--- src/rtl/umem_master_pkg.sv ---
// Shared types and helpers for the unified-memory initiator (umem_master).
package umem_master_pkg;

  typedef enum logic [1:0] {
    IDLE  = 2'd0,
    LOAD  = 2'd1,
    STORE = 2'd2,
    RESP  = 2'd3
  } state_e;

  typedef enum logic {
    SZ_BYTE = 1'b0,
    SZ_WORD = 1'b1
  } size_e;

  localparam int WORD_BYTES = 4;

  // Big-endian lane k: lane 0 is the most significant byte.
  function automatic logic [7:0] be_lane(input logic [31:0] word, input logic [1:0] k);
    logic [7:0] b;
    case (k)
      2'd0:    b = word[31:24];
      2'd1:    b = word[23:16];
      2'd2:    b = word[15:8];
      2'd3:    b = word[7:0];
      default: b = word[31:24];
    endcase
    return b;
  endfunction

endpackage

--- src/rtl/umem_master.sv ---
// Core-side initiator for the unified memory: one load/store at a time, word stores as 4 byte writes.
// Optional build macro UMEM_MASTER_ALIGN_CHECK_EN traps unaligned word requests with rsp_err.
module umem_master
  import umem_master_pkg::*;
#(
  parameter int ADDR_W = 8
) (
  input  logic              clk,
  input  logic              rst,
  input  logic              req_valid,
  output logic              req_ready,
  input  logic              req_we,
  input  logic              req_size,
  input  logic [ADDR_W-1:0] req_addr,
  input  logic [31:0]       req_wdata,
  output logic              rsp_valid,
  output logic [31:0]       rsp_rdata,
  output logic              rsp_err,
  output logic [ADDR_W-1:0] mem_addr,
  output logic              mem_rw,
  output logic [7:0]        mem_wdata,
  input  logic [31:0]       mem_rdata
);

  state_e              state_r, state_s;
  logic [1:0]          cnt_r, cnt_s;
  logic [ADDR_W-1:0]   addr_r, addr_s;
  logic [31:0]         wdata_r, wdata_s;
  size_e               size_r, size_s;
  logic [ADDR_W-1:0]   mem_addr_r, mem_addr_s;
  logic                mem_rw_r, mem_rw_s;
  logic [7:0]          mem_wdata_r, mem_wdata_s;
  logic                rsp_valid_r, rsp_valid_s;
  logic [31:0]         rsp_rdata_r, rsp_rdata_s;
  logic                rsp_err_r, rsp_err_s;
  logic                req_ready_r, req_ready_s;
  logic                trap_s;

`ifdef UMEM_MASTER_ALIGN_CHECK_EN
  assign trap_s = (req_size == 1'b1) && (req_addr[1:0] != 2'b00);
`else
  assign trap_s = 1'b0;
`endif

  // Next-state and next-output logic; every output is registered so mem_* never sees req_* combinationally.
  always_comb begin
    state_s     = state_r;
    cnt_s       = cnt_r;
    addr_s      = addr_r;
    wdata_s     = wdata_r;
    size_s      = size_r;
    mem_addr_s  = mem_addr_r;
    mem_wdata_s = mem_wdata_r;
    mem_rw_s    = 1'b0;
    rsp_rdata_s = 32'h0;
    rsp_err_s   = 1'b0;
    case (state_r)
      IDLE: begin
        if (req_valid) begin
          addr_s  = req_addr;
          wdata_s = req_wdata;
          size_s  = size_e'(req_size);
          cnt_s   = 2'd0;
          if (trap_s) begin
            state_s   = RESP;
            rsp_err_s = 1'b1;
          end else if (req_we) begin
            state_s     = STORE;
            mem_addr_s  = req_addr;
            mem_rw_s    = 1'b1;
            mem_wdata_s = (req_size == 1'b1) ? be_lane(req_wdata, 2'd0) : req_wdata[7:0];
          end else begin
            state_s    = LOAD;
            mem_addr_s = req_addr;
          end
        end else begin
          state_s = IDLE;
        end
      end
      LOAD: begin
        state_s     = RESP;
        rsp_rdata_s = (size_r == SZ_WORD) ? mem_rdata : {24'h0, mem_rdata[31:24]};
      end
      STORE: begin
        if ((size_r == SZ_BYTE) || (cnt_r == 2'(WORD_BYTES - 1))) begin
          state_s = RESP;
        end else begin
          cnt_s       = cnt_r + 2'd1;
          mem_addr_s  = addr_r + ADDR_W'(cnt_s);
          mem_wdata_s = be_lane(wdata_r, cnt_s);
          mem_rw_s    = 1'b1;
        end
      end
      RESP: begin
        state_s = IDLE;
      end
      default: begin
        state_s = IDLE;
      end
    endcase
    rsp_valid_s = (state_s == RESP);
    req_ready_s = (state_s == IDLE);
  end

  // State and output registers with synchronous reset.
  always_ff @(posedge clk) begin
    if (rst) begin
      state_r     <= IDLE;
      cnt_r       <= 2'd0;
      addr_r      <= '0;
      wdata_r     <= 32'h0;
      size_r      <= SZ_BYTE;
      mem_addr_r  <= '0;
      mem_rw_r    <= 1'b0;
      mem_wdata_r <= 8'h0;
      rsp_valid_r <= 1'b0;
      rsp_rdata_r <= 32'h0;
      rsp_err_r   <= 1'b0;
      req_ready_r <= 1'b1;
    end else begin
      state_r     <= state_s;
      cnt_r       <= cnt_s;
      addr_r      <= addr_s;
      wdata_r     <= wdata_s;
      size_r      <= size_s;
      mem_addr_r  <= mem_addr_s;
      mem_rw_r    <= mem_rw_s;
      mem_wdata_r <= mem_wdata_s;
      rsp_valid_r <= rsp_valid_s;
      rsp_rdata_r <= rsp_rdata_s;
      rsp_err_r   <= rsp_err_s;
      req_ready_r <= req_ready_s;
    end
  end

  assign req_ready = req_ready_r;
  assign rsp_valid = rsp_valid_r;
  assign rsp_rdata = rsp_rdata_r;
  assign rsp_err   = rsp_err_r;
  assign mem_addr  = mem_addr_r;
  assign mem_rw    = mem_rw_r;
  assign mem_wdata = mem_wdata_r;

endmodule

--- config.mk ---
export PLATFORM = sky130hd
export DESIGN_NAME = umem_master
export DESIGN_NICKNAME = d
export VERILOG_FILES = /design/src/rtl/umem_master_pkg.sv /design/src/rtl/umem_master.sv
export SDC_FILE = /design/constraint.sdc
export NUM_CORES = 1
export LEC_CHECK = 0
export BUFFER_PORTS_ARGS = -buffer_cell sky130_fd_sc_hd__buf_2
export CAP_MARGIN = 20
export CELL_PAD_IN_SITES_DETAIL_PLACEMENT = 1
export CELL_PAD_IN_SITES_GLOBAL_PLACEMENT = 2
export CORE_MARGIN = 2
export CORE_UTILIZATION = 31
export DETAILED_ROUTE_END_ITERATION = 10
export PLACE_DENSITY = 0.94
export SLEW_MARGIN = 40
export SYNTH_ARGS = -nofsm -noshare
export SYNTH_HDL_FRONTEND = slang
export SYNTH_SLANG_ARGS = --single-unit
--- constraint.sdc ---
create_clock -name clk -period 4.6 [get_ports clk]
set_clock_uncertainty 0.1 [all_clocks]
set_input_delay 0.92 -clock clk [delete_from_list [all_inputs] [get_ports clk]]
set_output_delay 0.92 -clock clk [all_outputs]
set_load 0.01 [all_outputs]
### Word level (Yosys, flattened, before mapping)

Cells that the tools add are included.

| storage, ports and cells | value |
|---|---|
| logic and storage cells | 58 |
| output and inout bits | 52 |
| bits of input ports | 77 |
| register bits after elaboration | 96 |

| operators by class | value |
|---|---|
| equality and inequality tests | 11 |
| bitwise operators | 2 |
| add/subtract/negate cells | 2 |
| reductions and logical operators | 10 |
| mux-type cells | 21 |

Operator list:

| cell | count |
|---|---|
| 2-to-1 mux 8 bit | 7 |
| one-hot mux 8 bit (2 select lines) | 2 |
| one-hot mux 8 bit (4 select lines) | 1 |
| equality test 2 bit, second input constant | 6 |
| 2-to-1 mux 2 bit | 5 |
| adder 8 x 2 -> 8 bit | 1 |
| one-hot mux 2 bit (4 select lines) | 1 |
| zero test 2 bit | 3 |
| inequality test 2 bit, second input constant | 3 |
| equality test 2 x 1 -> 1 bit, second input constant | 2 |
| one-hot mux 2 bit (2 select lines) | 1 |
| AND reduction 4 bit | 1 |
| 2-to-1 mux 1 bit | 3 |
| AND reduction 3 bit | 1 |
| OR reduction 3 bit | 1 |
| adder 2 x 1 -> 2 bit, second input constant | 1 |
| NOT 1 bit | 2 |
| one-hot mux 1 bit (2 select lines) | 1 |
| AND reduction 2 bit | 1 |
| nonzero test 2 bit | 1 |
| OR reduction 2 bit | 1 |
| logical OR 1 bit | 1 |

### Longest topological paths before layout

| logic depth | value |
|---|---|
| depth in word-level cells | 5 |
| gate-level depth with buffers | 7 |
| mapped depth without buffers | 7 |

### Worst setup path after synthesis

No wires, ideal clock.

| timing | value |
|---|---|
| path kind | register to register |
| start point | reg cnt_r[0] |
| end point | reg mem_addr_r[5] (netlist: mem_addr[5]) |
| arrival | 1.770 ns |
| data required time | 4.378 ns |
| path slack | 2.608 ns |
| path buffers | 0 |
| period minus slack after synthesis | 1.992 ns |
| cell stages (with the launch flop) | 8 |
| library setup time | 0.122 ns |
| path through | dfxtp_1 -> inv_1 -> ha_1 -> ha_1 -> a21o_1 -> nand4_1 -> xnor2_1 -> a311o_1 |

| on the way | value |
|---|---|
| word-level cells in the longest chain between the ends | 4 |
| elaborated cells between the ends (all ways) | 8 |
| those cells by class | 2 x add/sub; 2 x eq/ne; 2 x mux; 2 x reduce/logical |

RTL lines:

| element | line | source |
|---|---|---|
| start: declaration | umem_master.sv:26 | `logic [1:0] cnt_r, cnt_s;` |
| start signal: assignment | umem_master.sv:122 | `cnt_r <= cnt_s;` |
| adder 2 x 1 -> 2 bit or equality test 2 bit (tied branches) | umem_master.sv:88, umem_master.sv:85 |  |
| adder 8 x 2 -> 8 bit or logical OR 1 bit (tied branches) | umem_master.sv:89, umem_master.sv:85 |  |
| 2-to-1 mux 8 bit or inequality test 2 bit (tied branches) | n/a |  |
| one-hot mux 8 bit (2 select lines) or AND reduction 3 bit (tied branches) | n/a |  |
| end signal: assignment | umem_master.sv:126 | `mem_addr_r <= mem_addr_s;` |
| end: declaration | umem_master.sv:30 | `logic [ADDR_W-1:0] mem_addr_r, mem_addr_s;` |

Several ways; a longest one is shown, not always the timed one. The select of a mux whose other input is x is not followed.
A chain may end at the register's enable or synchronous reset.

### Final worst setup path

| timing | value |
|---|---|
| start point | reg state_r[0] |
| end point | reg mem_addr_r[5] (netlist: mem_addr[5]) |

| on the way | value |
|---|---|
| word-level cells in the longest chain between the ends | 3 |
| elaborated cells between the ends (all ways) | 7 |
| those cells by class | 3 x eq/ne; 1 x mux; 3 x reduce/logical |

RTL lines:

| element | line | source |
|---|---|---|
| start: declaration | umem_master.sv:25 | `state_e state_r, state_s;` |
| start signal: assignment | umem_master.sv:121 | `state_r <= state_s;` |
| equality test 2 bit or zero test 2 bit (tied branches) | umem_master.sv:57 | `case (state_r)` |
| inequality test 2 bit (no source line) or nonzero test 2 bit (tied branches) | n/a |  |
| AND reduction 3 bit (no source line) | n/a |  |

Several ways; a longest one is shown, not always the timed one.

==> impl_metrics.csv <==
group,metric,value,unit
route,antenna_left,0,
synth,yosysSeqAreaShare,49.0,%
route,met3_length,717,um
synth,netlist_instances,446,
synth,syn-cell-area,0.00393,mm^2
clock_tree,cts_tree,"built",
route,totalWireLength,11.1,mm
sta,period_needed,2.47,ns
floorplan,initial_utilization,31.5,%
final_layout,drive_above_1_share,27.3,%
synth,synth-seq-cells,96,
worst_setup_path,start_kind,"flop",
route,wl_met1,4.91,mm
synth,synth_top_area_share,49.0,%
route,viasPerCell,4.73,
floorplan,placeableCoreArea,0.0125,mm^2
place,numPlacedInstances,717,
pwr,p_per_area,415,mW/mm^2
sta,drv_slew,0,
sta,finalCritPeriodShare,53.7,%
final_layout,final_cells,733,
synth,synth.most_common_cell,"dfxtp_1",
floorplan,die_area,0.0136,mm^2
global_route,antenna_found_initial,0,
global_route,grt_pass1_vias,3471,
synth,yosys-top-cells-count,"dfxtp_1 (96), nand2_1 (92), a21oi_1 (49)",
route,vias,3470,
global_route,gr-total-overflow,0,
sta,worstMarginPinSlew,0.779,ns
synth,yosys-top-cells-area,"dfxtp_1 (49%), nand2_1 (8.8%), mux2i_1 (6.6%), a21oi_1 (6.2%), and2_1 (4.0%)",
worst_setup_path,arrival,2.60,ns
route,drtPass1Iterations,4,
route,met2WireLength,5.26,mm
global_route,grt_util_all_layers,16.6,%
global_route,grt_max_degree,68,
pwr,vdd_ir_drop_max,0.174,mV
run_status,outcome,"finished clean",
clock_tree,cts.sinks,96,
route,top_layer_used,"met4",
synth,syn_area_per_cell,8.80,um^2
place,globalplace.congestion,0.764,
worst_setup_path,required,4.73,ns
synth,synth-main-ff-cell,"dfxtp_1",
clock_tree,cts.htree.levels,3,
synth,syn-num-nets,534,
route,drc,0,
worst_setup_path,crit_type,"reg2reg",
sta,fmaxAchievable,405,MHz
synth,synth_edf_count,0,
clock_tree,cts_resized,0,
final_layout,syn2layout_area_growth,26.3,%
clock_tree,clk_pin_slew,0.08,ns
final_layout,finalNetCount,644,
clock_tree,root_buffer,"clkbuf_16",
synth,synth_cell_type_count,40,
sta,rsz0062_at_grt,"no",
pwr,power.leakage,2.19,nW
worst_setup_path,critPathMaxFanout,24,
sta,relSlewSlack,48.0,%
clock_tree,numCtsBuffers,9,
synth,netlist.top_cell.by_area,"dfxtp_1",
clock_tree,clock_latency,0.34,ns
synth,yosysWarnings,0,
job,cap_violations,0,
clock_tree,cts_buffer_depth,2,
sta,hold_viol_final,0,
floorplan,fp.dieH,117,um
floorplan,num_rows,41,
place,portBuffers,127,
floorplan,dieWidth,117,um
synth,synthArstFlopShare,0,%
route,wl_per_cell,15.1,um
worst_setup_path,crit_path_end_kind,"flop",
place,dp_hpwl,8.17,mm
clock_tree,cts_hold_buf,0,
hold_path,hold_class,"reg2reg",
global_route,grt_pass1_wl,17.4,mm
sta,setup_tns,0,ns
final_layout,antenna_cells,0,
clock_tree,cts_setup_buffers,0,
floorplan,design.portCount,129,
route,drtIter0Drc,185,
sta,final-setup-viol-count,0,
[registers in the layout, summed over array words and instances, names as in the netlist]
| name | cells |
|---|---|
| addr_r | 8 |
| cnt_r | 2 |
| mem_addr | 8 |
| mem_rw | 1 |
| mem_wdata | 8 |
| req_ready | 1 |
| rsp_rdata | 32 |
| rsp_valid | 1 |
| size_r | 1 |
| state_r | 2 |
| wdata_r | 32 |
[per-layer routing]
metal  up-vias  GRT usage (%)
met5         -              0
met4         0           6.43
met3        17           3.06
met2       114           28.3
met1      1619           20.7
li1       1720              -
[critical path, stage by stage, from the launching register on]
cell	delay, ns
dfxtp_1	0.33
inv_1	0.11
ha_1	0.36
buf_4	0.36
nand3b_4	0.14
a21oi_2	0.49
nor3b_1	0.10
a311o_1	0.35
[metrics by stage]
| step | utilization, % | hold WS [ns] | worst slack [ns] | power (mW) | cell area [um^2] |
|---|---|---|---|---|---|
| CTS | 39.8 | 0.357 | 2.11 | 2.08 | 4960 |
| global placement | 37.3 | 0.341 | 1.95 | 1.31 | 4650 |
| finish | 39.8 | 0.354 | 2.13 | 2.06 | 4960 |
| floorplan | - | 0.336 | 2.61 | 1.19 | 3930 |
| global route | 39.8 | 0.376 | 1.93 | 2.17 | 4960 |
| detailed placement | 37.4 | 0.347 | 2.14 | 1.33 | 4660 |
[final cells by class]
cell class,count,area [um^2]
clock buffer,9,225
clock inverter,7,72.6
fill,1498,7510
inverter,14,52.6
multi-input combinational,304,1800
sequential,96,1920
tap,172,215
timing repair buffer,131,666
[cell families after synthesis]
family / count (synthesis) / share of synthesized area [%]
and+or+nand+nor: 181 / 21.0
other: 1 / 0.0955
AOI/OAI and AO/OA: 81 / 13.4
xor gates and xnor gates: 4 / 0.893
DFF: 96 / 49.0
buffers and inverters: 46 / 5.32
adders and majority gates: 11 / 3.70
muxes: 26 / 6.63
[power by group]
group          leakage [nW]  switching [mW]  internal (mW)
registers             0.784          0.0449          0.901
clock network         0.143           0.363          0.384
logic                  1.27           0.219          0.144
total                  2.19           0.627           1.43
[cell usage in the layout (no fill, tap or decap), drive strengths merged, types with 8 or more instances in the layout]
cell,instances
a211oi,11
a21oi,49
a222oi,8
and2,25
buf,131
clkbuf,9
dfxtp,96
ha,10
inv,18
mux2i,26
nand2,92
nor2,32
nor3,10
[worst paths after layout]
check                            from                  endpoint  slack, ns  cells after the start
max             state_r[0]$_SDFF_PP0_  mem_addr[5]$_SDFFE_PP0P_       2.13                      7
min reg2reg  wdata_r[25]$_SDFFE_PP0P_  wdata_r[25]$_SDFFE_PP0P_       0.35                      2
min          wdata_r[25]$_SDFFE_PP0P_  wdata_r[25]$_SDFFE_PP0P_       0.35                      2
max reg2reg     state_r[0]$_SDFF_PP0_  mem_addr[5]$_SDFFE_PP0P_       2.13                      7
(Power assumes the default switching activity.)
